`config.mk`:
```
export PLATFORM = sky130hd
export DESIGN_NAME = fetch_ctrl
export DESIGN_NICKNAME = d
export VERILOG_FILES = /design/src/rtl/fetch_ctrl.sv
export SDC_FILE = /design/constraint.sdc
export NUM_CORES = 1
export LEC_CHECK = 0
export BUFFER_PORTS_ARGS = -buffer_cell sky130_fd_sc_hd__buf_2
export CORE_MARGIN = 10
export CORE_UTILIZATION = 44
export DETAILED_ROUTE_END_ITERATION = 8
export GPL_ROUTABILITY_DRIVEN = 0
export PLACE_DENSITY_LB_ADDON = 0.1
export SKIP_LAST_GASP = 1
export SLEW_MARGIN = 20
export SYNTH_ARGS = -nofsm -noshare
export SYNTH_HDL_FRONTEND = slang
export SYNTH_SLANG_ARGS = --single-unit
```
`constraint.sdc`:
```
create_clock -name clk -period 3.7 [get_ports clk]
set_clock_uncertainty 0.15 [all_clocks]
set_input_delay 0 -clock clk [delete_from_list [all_inputs] [get_ports clk]]
set_output_delay 0 -clock clk [all_outputs]
set_load 0.05 [all_outputs]
```
`src/rtl/fetch_ctrl.sv`:
```
// IF-stage sequencing controller: owns the fetch PC, picks the next PC by priority,
// and drives pc_en / flush / if_valid. Optional perf counters under FETCH_CTRL_PERF_EN.
`default_nettype none

module fetch_ctrl #(
    parameter logic [31:0] RESET_VECTOR = 32'h0000_0000,
    parameter int unsigned FLUSH_CYCLES = 2
) (
    input  logic        clk,
    input  logic        rst,
    input  logic        stall_req,
    input  logic        ex_redirect_en,
    input  logic [31:0] ex_redirect_pc,
    input  logic        jump_en,
    input  logic [31:0] pc_jump_addr,
    input  logic        btb_pc_valid,
    input  logic        btb_pc_predictTaken,
    input  logic [31:0] btb_target_pc,
    output logic [31:0] pc,
    output logic [31:0] next_pc,
    output logic        pc_en,
    output logic        flush,
    output logic        if_valid
`ifdef FETCH_CTRL_PERF_EN
    ,
    output logic [15:0] perf_redirect_cnt,
    output logic [15:0] perf_stall_cnt
`endif
);

    typedef enum logic [1:0] {S_BOOT, S_RUN, S_STALL, S_FLUSH} state_t;

    localparam logic [2:0] FLUSH_LOAD = 3'(FLUSH_CYCLES);

    state_t      state, state_nxt;
    logic [2:0]  cnt, cnt_nxt;
    logic        redirect;
    logic [31:0] target;
    logic [31:0] sel_pc;

    // A redirect from EX outranks a jump presented in the same cycle.
    assign redirect = ex_redirect_en || jump_en;
    assign target   = ex_redirect_en ? ex_redirect_pc : pc_jump_addr;

    always_comb begin
        sel_pc = pc + 32'd4;
        if (state == S_BOOT)
            sel_pc = pc;
        else if (redirect)
            sel_pc = target;
        else if (stall_req)
            sel_pc = pc;
        else if (btb_pc_valid && btb_pc_predictTaken)
            sel_pc = btb_target_pc;
    end

    assign next_pc  = sel_pc & ~32'h3;
    assign pc_en    = (state != S_BOOT) && (redirect || !stall_req);
    assign flush    = (state == S_BOOT) || (state == S_FLUSH);
    assign if_valid = (state == S_RUN) || (state == S_STALL);

    always_comb begin
        state_nxt = state;
        cnt_nxt   = cnt;
        case (state)
            S_BOOT: state_nxt = S_RUN;
            S_RUN, S_STALL: begin
                if (redirect) begin
                    state_nxt = S_FLUSH;
                    cnt_nxt   = FLUSH_LOAD;
                end else if (stall_req) begin
                    state_nxt = S_STALL;
                end else begin
                    state_nxt = S_RUN;
                end
            end
            S_FLUSH: begin
                if (redirect) begin
                    cnt_nxt = FLUSH_LOAD;
                end else begin
                    // Counts down through stalled cycles too.
                    cnt_nxt = cnt - 3'd1;
                    if (cnt <= 3'd1) begin
                        cnt_nxt   = 3'd0;
                        state_nxt = stall_req ? S_STALL : S_RUN;
                    end
                end
            end
            default: state_nxt = S_BOOT;
        endcase
    end

    always_ff @(posedge clk or negedge rst) begin
        if (!rst) begin
            state <= S_BOOT;
            cnt   <= 3'd0;
            pc    <= RESET_VECTOR;
        end else begin
            state <= state_nxt;
            cnt   <= cnt_nxt;
            if (pc_en)
                pc <= next_pc;
        end
    end

`ifdef FETCH_CTRL_PERF_EN
    logic redirect_evt, stall_evt;

    assign redirect_evt = (state != S_BOOT) && redirect;
    assign stall_evt    = stall_req && ((state == S_RUN) || (state == S_STALL));

    always_ff @(posedge clk or negedge rst) begin
        if (!rst) begin
            perf_redirect_cnt <= 16'd0;
            perf_stall_cnt    <= 16'd0;
        end else begin
            if (redirect_evt && (perf_redirect_cnt != 16'hFFFF))
                perf_redirect_cnt <= perf_redirect_cnt + 16'd1;
            if (stall_evt && (perf_stall_cnt != 16'hFFFF))
                perf_stall_cnt <= perf_stall_cnt + 16'd1;
        end
    end
`endif

endmodule

`default_nettype wire

```
; ---- Word level (Yosys, flattened, before mapping)
; Index checks and enable logic that the tools add are counted.
[word_totals]
register_bits = 35
latch_bits = 0
mem_bits_rw = 0
rom_bits = 0
in_bits = 103
word_cells = 39
memories = 0
[op_classes]
add_sub_neg = 2
multipliers = 0
div_mod_pow = 0
n_lt_le_gt_ge = 1
eq_ne = 6
n_shift = 0
mux = 14
n_bitwise = 0
reduce_logical = 13
[op_table]
columns = cell, count
row1 = 32-bit two-way mux, 5
row2 = "32-bit by 3-bit adder with 32-bit output, second input constant", 1
row3 = 3-bit two-way mux, 3
row4 = 2-bit two-way mux, 4
row5 = 2-bit case mux with 3 select lines, 1
row6 = 3-bit case mux with 2 select lines, 1
row7 = "2-bit == test, second input constant", 2
row8 = 1-bit logical OR, 4
row9 = "2-bit inequality test, second input constant", 2
row10 = 2-bit AND reduction, 2
row11 = 2-bit nonzero test, 2
row12 = "3-bit by 1-bit less-or-equal comparator with 1-bit output, second input constant", 1
row13 = "3-bit by 1-bit subtractor with 3-bit output, second input constant", 1
row14 = "2-bit by 1-bit == test with 1-bit output, second input constant", 1
row15 = 1-bit logical AND, 2
row16 = 2-bit zero test, 1
row17 = "2-bit by 1-bit inequality test with 1-bit output, second input constant", 1
row18 = 2-bit OR reduction, 1
row19 = 1-bit zero test, 1

; ---- Logic depth before layout (Yosys ltp)
; Gate-level depths: netlist (run 1).
[logic_depth]
depth_word = 5
mapped_depth = 8
ltp_nobuf = 7

; ---- Worst setup path before layout (run 1)
; Ideal clock, no wire load.
[synth_timing]
path_kind = reg-to-output
from = reg pc[9]
to = out next_pc[25]
arrival_ns = 3.353
t_required_ns = 3.550
path_slack_ns = 0.197
stages_incl_launch_ff = 6
n_path_buf = 1
cell_sequence = dfrtp_1 -> clkbuf_2 -> and4_4 -> and4_1 -> nand2_1 -> o311ai_0
[synth_via]
elab_chain_len = 5
[synth_lines]
columns = element, line
row1 = start: declaration, 19  ; output logic [31:0] pc,
row2 = start signal: assignment, 102  ; pc <= next_pc;
row3 = 32-bit by 3-bit adder with 32-bit output, 46  ; sel_pc = pc + 32'd4;
row4 = 32-bit two-way mux, 53  ; else if (btb_pc_valid && btb_pc_predictTaken)
row5 = 32-bit two-way mux, 51  ; else if (stall_req)
row6 = 32-bit two-way mux, 49  ; else if (redirect)
row7 = 32-bit two-way mux, 47  ; if (state == S_BOOT)
row8 = end: declaration, 20  ; output logic [31:0] next_pc,
; Every way passes these cells.

; ---- Worst setup path in the final report (run 1)
[layout_timing]
from = in ex_redirect_en
to = out next_pc[25]
[layout_via]
elab_chain_len = 3
word_cells_on_any_way = 4
cone_classes = mux (3) / reduce/logical (1)
[layout_lines]
columns = element, line
row1 = start: declaration, 12  ; input logic ex_redirect_en,
row2 = 32-bit two-way mux / 1-bit logical OR (equally long branches), "43, 42"
row3 = 32-bit two-way mux (*), 49
row4 = 32-bit two-way mux (*), 47
; Mark *: on every way between the ends. The rest lies on a longest branch, timed or not.

==> results.yml, run 1 <==
layout:
  diodes: 0
  drive_gt1_share_pct: 31.7
  n_fill_cell: 661
  final_area_um2: 4560
  nNetsFinal: 700
  syn_to_final_growth_pct: 42.0
timing:
  fmax_mhz: 312
  finalSetupViolCount: 0
  period_minus_slack_ns: 3.21
  grt_setup_unrepaired: "no"
  slew_headroom_pct: 39.6
  fin_crit_sh_pct: 86.7
  report.final.slew_viol_count: 0
  tns_ns: 0
  hold_viol_final: 0
  worst_slew_pin_slew_ns: 0.906
  worst_slack_ns: 0.494
route:
  wl_um: 13300
  dr.first_iter.drc_count: 222
  wl_per_cell_um: 19.2
  first_pass_iters: 6
  ant_nets: 0
  dr_total_vias: 4157
  post-route-drc-count: 0
  viasPerCell: 6.01
power_and_ir_drop:
  total_power_mw: 3.95
  powerDensity_nw_per_um2: 865
  p_clk_share_pct: 7.3
  p_int_mw: 1.44
  comb_power_share_pct: 71.7
  irDropWorstVdd_mv: 0.518
  p_sw_mw: 2.51
  seqPwrFrac_pct: 21.1
  p_sw_share_pct: 63.5
  p_leak_nw: 2.07
clocking:
  cts.path.max_buffers: 2
  root_buffer: "clkbuf_8"
  path_clk_slew_ns: 0.08
  cts_made_buffers: 5
  hold_buffers: 49
  cts_setup_buffers: 0
  cts_htree_levels: 2
  cts_tree: "done"
  clk_latency_ns: 0.29
  cts_sinks: 35
  ctsResizeCount: 0
floorplanning:
  rows: 31
  coreArea_um2: 7180
  ios: 170
  die-area_um2: 11100
  dieWidth_um: 105
  initial_utilization_pct: 44.8
  die_h_um: 105
global_routing:
  grt_pass1_wl_um: 21300
  met2_usage_pct: 38.8
  grt_util_all_layers_pct: 22.9
  busiest_layer: "met2"
  use_met1_pct: 27.4
  antenna_found_initial: 0
  grt_pass1_vias: 4282
  grt_overflow: 0
  grtUsageMet3_pct: 6.88
  grt_start_max_net_pins: 37
synthesis:
  netlist_top_cells_area: "dfrtp_1, o21ai_0, nand2_1"
  yosysTopAreaCell: "dfrtp_1"
  synth_seq_cells: 35
  postSynthAreaPerCell_um2: 7.93
  yosysWarnings: 0
  yosysMostFrequentCell: "nand2_1"
  async_reset_ff_share_pct: 100
  synthTopCellsByCount: "nand2_1, o21ai_0, dfrtp_1"
  synth_cells: 405
  yosysSeqAreaShare_pct: 27.3
  synth_top_area_share_pct: 27.3
  synth_edf_count: 0
  synth_area_um2: 3210
  synth_ff_type: "dfrtp_1"
  ys_types: 65
worst_setup_path:
  crit_fanout: 36
  worstSetupEndpointType: "output port"
  rr_worst_depth: 8
  worst_setup_path_start_kind: "primary input"
  cp.arrival_ns: 3.06
  crit_type: "in -> out"
  crit_required_ns: 3.55
min_path:
  hold_class: "in -> reg"
  hold_depth: 4
placement:
  place_area_um2: 3990
  port_buffers: 159
  dp_slack_ns: 0.730
  hpwlAfterDp_um: 9460
run_status:
  outcome: "complete, no violations"
run:
  cap_violations: 0
cells by family after synthesis:
group	count (synthesis)	synth area share, %
AOI/OAI and AO/OA	182	40.3
muxes	2	0.623
buffers and inverters	51	7.99
other	1	0.117
DFF	35	27.3
xor gates and xnor gates	4	1.09
and+or+nand+nor	125	20.6
adders and majority gates	5	1.95
state kept, by name, summed over array words and instances (netlist names):
name   flops
state      2
pc        30
cnt        3
layout make-up:
type | count | area (um2) | share of cell area, %
Multi-Input combinational cell | 322 | 2100 | 46.1
Timing Repair Buffer | 213 | 1320 | 29.0
Sequential cell | 35 | 876 | 19.2
Tap cell | 99 | 124 | 2.72
Clock buffer | 7 | 76.3 | 1.67
Inverter | 15 | 56.3 | 1.23
Clock inverter | 1 | 5.00 | 0.110
power groups by stage:
| stage | Combinational (mW) | Clock, mW | Sequential (mW) |
|---|---|---|---|
| 6_report | 2.83 | 0.287 | 0.832 |
| 5_1_grt | 3.02 | 0.308 | 0.862 |
| 4_1_cts | 2.84 | 0.289 | 0.824 |
| 3_5_place_dp | 2.77 | 0 | 0.830 |
| 3_3_place_gp | 2.74 | 0 | 0.816 |
| 2_1_floorplan | 1.64 | 0 | 1.29 |
worst max-delay path, stage by stage:
cell and delay [ns]:
buf_2 0.33, or3_1 0.60, nor2_2 0.71, a222oi_1 0.14, dlygate4sd3_1 0.63, a2bb2oi_1 0.14, o311ai_0 0.14, buf_2 0.36
metrics by stage:
stage	util (%)	hold WS (ns)	std cells
after detailed placement	55.6	0.0187	635
after global routing	63.6	0.0345	692
after floorplan	-	-0.446	408
final	63.6	0.00138	692
after CTS	63.5	0.00691	692
after global placement	55.6	0.0165	635
cell usage in the layout, fill, tap and decap left out, types with 11 or more instances in the layout:
cell / Yosys / layout
nand2_1: 46 / 46
inv_1: 15 / 15
a21oi_1: 31 / 31
nand3_1: 11 / 11
buf_2: 8 / 159
nor2_1: 23 / 22
dlygate4sd3_1: 0 / 49
a22o_1: 11 / 11
dfrtp_1: 35 / 35
o21ai_0: 44 / 44
a222oi_1: 12 / 12
layer usage:
metal  vias to the layer above  wire length [um]
met5                         -                 0
met4                         0               214
met3                        16              1230
met2                       196              6350
met1                      1978              5490
li1                       1967                 -
final timing paths:
path | start | end | slack [ns]
setup / recovery | ex_redirect_en | next_pc[25] | 0.49
hold / removal | btb_target_pc[26] | pc[26]$_DFFE_PN0P_ | 0.001
setup reg to reg | state[0]$_DFFE_PN0P_ | pc[18]$_DFFE_PN0P_ | 0.56
hold reg to reg | pc[31]$_DFFE_PN0P_ | pc[31]$_DFFE_PN0P_ | 0.40
max in group asynchronous | rst | pc[19]$_DFFE_PN0P_ | 2.62
min in group asynchronous | rst | cnt[1]$_DFFE_PN0P_ | 0.22
(Power assumes the default switching activity.)
==> run 2: changes to the inputs <==
--- a/config.mk
+++ b/config.mk
@@ -6,8 +6,10 @@
 export NUM_CORES = 1
 export LEC_CHECK = 0
 export BUFFER_PORTS_ARGS = -buffer_cell sky130_fd_sc_hd__buf_2
+export CELL_PAD_IN_SITES_DETAIL_PLACEMENT = 1
+export CELL_PAD_IN_SITES_GLOBAL_PLACEMENT = 2
 export CORE_MARGIN = 10
-export CORE_UTILIZATION = 44
+export CORE_UTILIZATION = 26
 export DETAILED_ROUTE_END_ITERATION = 8
 export GPL_ROUTABILITY_DRIVEN = 0
 export PLACE_DENSITY_LB_ADDON = 0.1
==> run 2 against run 1 <==
Compared with the run above: non-clock buffer count decreased by 17; utilization decreased by 26 points; flip-flop and latch count unchanged; cell area decreased by 0.60%; critical path type is now reg -> out; highest routed layer unchanged.
==> results.yml, run 2 (synthesis gave the netlist of run 1 again) <==
timing:
  fmax_mhz: 335
  tns_ns: 0
  grt_setup_unrepaired: "no"
  worst_slew_pin_slew_ns: 0.931
  slew_headroom_pct: 37.9
  finalSetupViolCount: 0
  fin_crit_sh_pct: 80.7
  hold_viol_final: 0
  report.final.slew_viol_count: 0
  period_minus_slack_ns: 2.99
placement:
  hpwlAfterDp_um: 12300
  dp_cells: 707
  port_buffers: 159
min_path:
  hold_class: "in -> reg"
  hold_depth: 3
  min_from: "pc_jump_addr[17]"
route:
  post-route-drc-count: 0
  viasPerCell: 5.48
  ant_nets: 0
  wl_um: 16200
  dr.first_iter.drc_count: 349
  dr_total_vias: 4075
  first_pass_iters: 5
  wl_per_cell_um: 21.7
global_routing:
  grtUsageMet3_pct: 4.12
  grt_pass1_vias: 4405
  antenna_found_initial: 0
  use_met1_pct: 23.6
  grt_overflow: 0
  grt_start_max_net_pins: 36
  met2_usage_pct: 29.9
  busiest_layer: "met2"
  grt_util_all_layers_pct: 18.1
  grt_pass1_wl_um: 25500
worst_setup_path:
  crit_type: "reg -> out"
  cp_num_cells: 8
  cp_num_buf_inv: 3
  rr_worst_depth: 7
  r2r-start: "state[0]$_DFFE_PN0P_"
  crit_top_cell: "inv_1"
  cp.arrival_ns: 2.84
  worstSetupStartpoint: "state[0]$_DFFE_PN0P_"
  crit_fanout: 29
  critPathSlowestCell: "ha_2"
  cp_top_family: "compound AO/OA/AOI/OAI gates"
  worstPathCellList: "inv_1, ha_2, inv_1, nand2_2, a222oi_1, a31oi_1, a2bb2oi_1, buf_2"
  worst_setup_path_start_kind: "flip-flop"
  critPathMaxStageDelay_ns: 0.58
  worstSetupEndpointType: "output port"
  crit_required_ns: 3.55
floorplanning:
  ios: 170
  rows: 40
  coreArea_um2: 12100
  initial_utilization_pct: 26.6
  die-area_um2: 17200
  dieWidth_um: 131
  die_h_um: 131
clocking:
  clk_latency_ns: 0.29
  cts_tree: "done"
  cts_sinks: 35
  ctsResizeCount: 0
  path_clk_slew_ns: 0.06
  cts.path.max_buffers: 2
  cts_htree_levels: 2
  root_buffer: "clkbuf_16"
  cts_made_buffers: 5
layout:
  fin_cells: 744
  n_fill_cell: 1507
  regMostFlops: "pc"
  largest_register_ffs: 30
  syn_to_final_growth_pct: 41.2
  final_cell_mix: "buf_2, nand2_1, o21ai_0"
  nNetsFinal: 683
  layout_commonest_cell: "buf_2"
  largestRegisters: "pc: 30 flops, cnt: 3 flops, state: 2 flops"
  multi_input_area_um2: 2100
  drive_gt1_share_pct: 33.5
  regArea_um2: 876
  diodes: 0
power_and_ir_drop:
  powerDensity_nw_per_um2: 914
  p_leak_nw: 2.02
  irDropWorstVdd_mv: 0.347
run:
  cap_violations: 0
run_status:
  outcome: "complete, no violations"
## run 2: path summary, 6_finish.rpt
| path | slack, ns | to |
|---|---|---|
| max | 0.71 | next_pc[18] |
| min | 0.003 | pc[17]$_DFFE_PN0P_ |
| max reg2reg | 0.90 | pc[18]$_DFFE_PN0P_ |
| min reg2reg | 0.41 | pc[31]$_DFFE_PN0P_ |
| max in group asynchronous | 2.57 | pc[22]$_DFFE_PN0P_ |
| min in group asynchronous | 0.24 | cnt[0]$_DFFE_PN0P_ |
## run 2: area by class of cell
cell class | instances | area share (%)
Timing Repair Buffer | 196 | 25.3
Inverter | 15 | 1.24
Multi-Input combinational cell | 322 | 46.3
Tap cell | 168 | 4.64
Clock inverter | 3 | 0.442
Clock buffer | 5 | 2.76
Sequential cell | 35 | 19.3
## run 2: layer usage
metal	vias up	wire, um
met4	0	175
li1	1930	-
met3	12	918
met2	123	7680
met5	-	0
met1	2010	7390
## run 2: repair_timing
item / in CTS / in global routing
hold buffers: 29 / 0
setup buffers: 0 / 0
endpoints found under the setup margin: 0 / 0
endpoints found under the hold margin: 53 / 0
## run 2: through the flow
stage / utilization (%) / cell area [um2] / setup WS (ns) / total power [mW] / hold slack (ns)
floorplan: - / 3220 / 0.197 / 2.93 / -0.446
global placement: 34.0 / 4100 / 1.07 / 3.65 / 0.0573
detailed placement: 34.0 / 4100 / 1.01 / 3.71 / 0.0431
CTS: 37.6 / 4530 / 0.721 / 4.18 / 0.000589
global route: 37.6 / 4530 / 0.494 / 4.42 / 0.00645
finish: 37.6 / 4530 / 0.713 / 4.15 / 0.00345
## run 2: report_power, final
group | internal, mW | switching (mW)
combinational | 0.740 | 2.13
clock | 0.249 | 0.184
sequential | 0.556 | 0.284
## run 2: worst min-delay path, delay by kind of cell
kind	cells	cell delay [ns]
AOI/OAI and AO/OA	2	0.31
buffers and inverters	1	0.08
==> run 3: changes to the inputs <==
--- a/config.mk
+++ b/config.mk
@@ -9,7 +9,7 @@
 export CELL_PAD_IN_SITES_DETAIL_PLACEMENT = 1
 export CELL_PAD_IN_SITES_GLOBAL_PLACEMENT = 2
 export CORE_MARGIN = 10
-export CORE_UTILIZATION = 26
+export CORE_UTILIZATION = 24
 export DETAILED_ROUTE_END_ITERATION = 8
 export GPL_ROUTABILITY_DRIVEN = 0
 export PLACE_DENSITY_LB_ADDON = 0.1
==> constraint.sdc (replaced) <==
create_clock -name clk -period 3.1 [get_ports clk]
set_clock_uncertainty 0.15 [all_clocks]
set_input_delay 0 -clock clk [delete_from_list [all_inputs] [get_ports clk]]
set_output_delay 0 -clock clk [all_outputs]
set_load 0.05 [all_outputs]
==> run 3 against run 2 <==
Compared with the run above: the run now ends with negative hold slack left; combinational power grew 22%; sequential power increased by 18%; cell area up 2.2%; count of clock-buffer cells in the layout is 1 higher; sequential share of layout area shrank 0.41 points; worst hold slack got worse by 0.0079 ns; wire length up 3.0%; register-to-register slack got worse by 0.63 ns; flip-flop and latch count is the same.
==> results.yml, run 3 (synthesis gave the netlist of run 1 again) <==
clocking:
  cts_htree_levels: 2
  clk_latency_ns: 0.29
  ctsResizeCount: 0
  path_clk_slew_ns: 0.06
  cts.path.max_buffers: 2
  cts_setup_buffers: 0
  cts_made_buffers: 5
  root_buffer: "clkbuf_16"
  hold_buffers: 35
  cts_tree: "done"
  cts_sinks: 35
timing:
  fmax_mhz: 353
  report.final.slew_viol_count: 0
  tns_ns: 0
  hold_ws_ns: -0.00440
  grt_setup_unrepaired: "no"
  finalSetupViolCount: 0
  hold_viol_final: 1
  worst_slew_pin_slew_ns: 0.967
  slew_headroom_pct: 35.5
  period_minus_slack_ns: 2.83
  fin_crit_sh_pct: 91.3
route:
  wl_per_cell_um: 21.8
  wl_um: 16600
  first_pass_iters: 5
  dr_total_vias: 4116
  post-route-drc-count: 0
  dr.first_iter.drc_count: 239
  ant_nets: 0
  viasPerCell: 5.40
layout:
  drive_gt1_share_pct: 33.4
  multi_input_area_um2: 2100
  layout_commonest_cell: "buf_2"
  largest_register_ffs: 30
  regMostFlops: "pc"
  syn_to_final_growth_pct: 44.3
  nNetsFinal: 695
  final_cell_mix: "buf_2, nand2_1, o21ai_0"
  diodes: 0
  n_fill_cell: 1617
  largestRegisters: "pc: 30 flops, cnt: 3 flops, state: 2 flops"
  regArea_um2: 876
floorplanning:
  initial_utilization_pct: 24.4
  dieWidth_um: 136
  die-area_um2: 18400
  rows: 42
  coreArea_um2: 13200
  die_h_um: 136
  ios: 170
power_and_ir_drop:
  p_int_mw: 1.88
  seqPwrFrac_pct: 19.8
  comb_power_share_pct: 70.1
  irDropWorstVdd_mv: 0.393
  p_leak_nw: 2.08
  p_sw_mw: 3.12
  powerDensity_nw_per_um2: 1080
  p_clk_share_pct: 10.1
  p_sw_share_pct: 62.4
worst_setup_path:
  crit_fanout: 11
  critPathMaxStageDelay_ns: 0.62
  cp_num_buf_inv: 4
  cp_top_family: "buffers and inverters"
  crit_required_ns: 3.13
  critPathSlowestCell: "dlygate4sd3_1"
  worstPathCellList: "inv_1, ha_2, inv_1, nand2_2, a222oi_1, dlygate4sd3_1, a2bb2oi_1, dlygate4sd3_1"
  worstSetupEndpointType: "flip-flop"
  cp.arrival_ns: 2.86
  worst_setup_path_start_kind: "flip-flop"
  crit_type: "reg -> reg"
global_routing:
  grt_util_all_layers_pct: 17.6
  grt_pass1_wl_um: 25600
  grt_pass1_vias: 4463
  grt_start_max_net_pins: 36
  grt_overflow: 0
  antenna_found_initial: 0
placement:
  port_buffers: 159
  hpwlAfterDp_um: 12700
min_path:
  hold_class: "in -> reg"
run_status:
  violations: "negative hold slack"
  outcome: "finished with violations"
run:
  cap_violations: 0
-- run 3: stage by stage --
stage | cell area [um2] | total power, mW | cells | util [%] | worst slack, ns
finish | 4630 | 5.00 | 762 | 35.1 | 0.269
global route | 4630 | 5.32 | 762 | 35.1 | 0.0438
CTS | 4630 | 5.05 | 762 | 35.1 | 0.275
detailed placement | 4150 | 4.47 | 721 | 31.5 | 0.664
global placement | 4150 | 4.41 | 721 | 31.5 | 0.670
floorplan | 3220 | 3.50 | 408 | - | 0.0714
-- run 3: power by group through the flow --
stage / combinational, mW / clock [mW] / sequential [mW]
floorplan: 1.96 / 0 / 1.54
CTS: 3.54 / 0.515 / 0.991
global placement: 3.43 / 0 / 0.978
finish: 3.51 / 0.503 / 0.990
global route: 3.75 / 0.529 / 1.04
detailed placement: 3.47 / 0 / 1.00
-- run 3: path summary, 6_finish.rpt --
path / slack, ns / cells after the start / to / start
max in group asynchronous: 1.94 / 2 / pc[2]$_DFFE_PN0P_ / rst
max reg2reg: 0.27 / 8 / pc[18]$_DFFE_PN0P_ / state[0]$_DFFE_PN0P_
min in group asynchronous: 0.26 / 2 / cnt[2]$_DFFE_PN0P_ / rst
min reg2reg: 0.41 / 1 / pc[31]$_DFFE_PN0P_ / pc[31]$_DFFE_PN0P_
min: -0.004 / 4 / pc[10]$_DFFE_PN0P_ / pc_jump_addr[10]
max: 0.27 / 8 / pc[18]$_DFFE_PN0P_ / state[0]$_DFFE_PN0P_
-- run 3: area by class of cell --
class,count,area share [%]
Clock buffer,6,2.78
Inverter,15,1.22
Multi-Input combinational cell,322,45.3
Sequential cell,35,18.9
Tap cell,176,4.75
Timing Repair Buffer,208,27.0
-- run 3: layer usage --
metal / vias to the layer above / GRT usage [%] / routed length (um)
li1: 1950 / - / -
met1: 2028 / 21.6 / 7160
met2: 129 / 30.2 / 8040
met3: 9 / 4.49 / 1260
met4: 0 / 3.83 / 178
met5: - / 0 / 0
-- run 3: worst reg2reg max path: stages, from the launching register on --
cell and delay, ns:
dfrtp_1 0.37, inv_1 0.06, ha_2 0.22, inv_1 0.09, nand2_2 0.20, a222oi_1 0.41, dlygate4sd3_1 0.62, a2bb2oi_1 0.06
dlygate4sd3_1 0.55
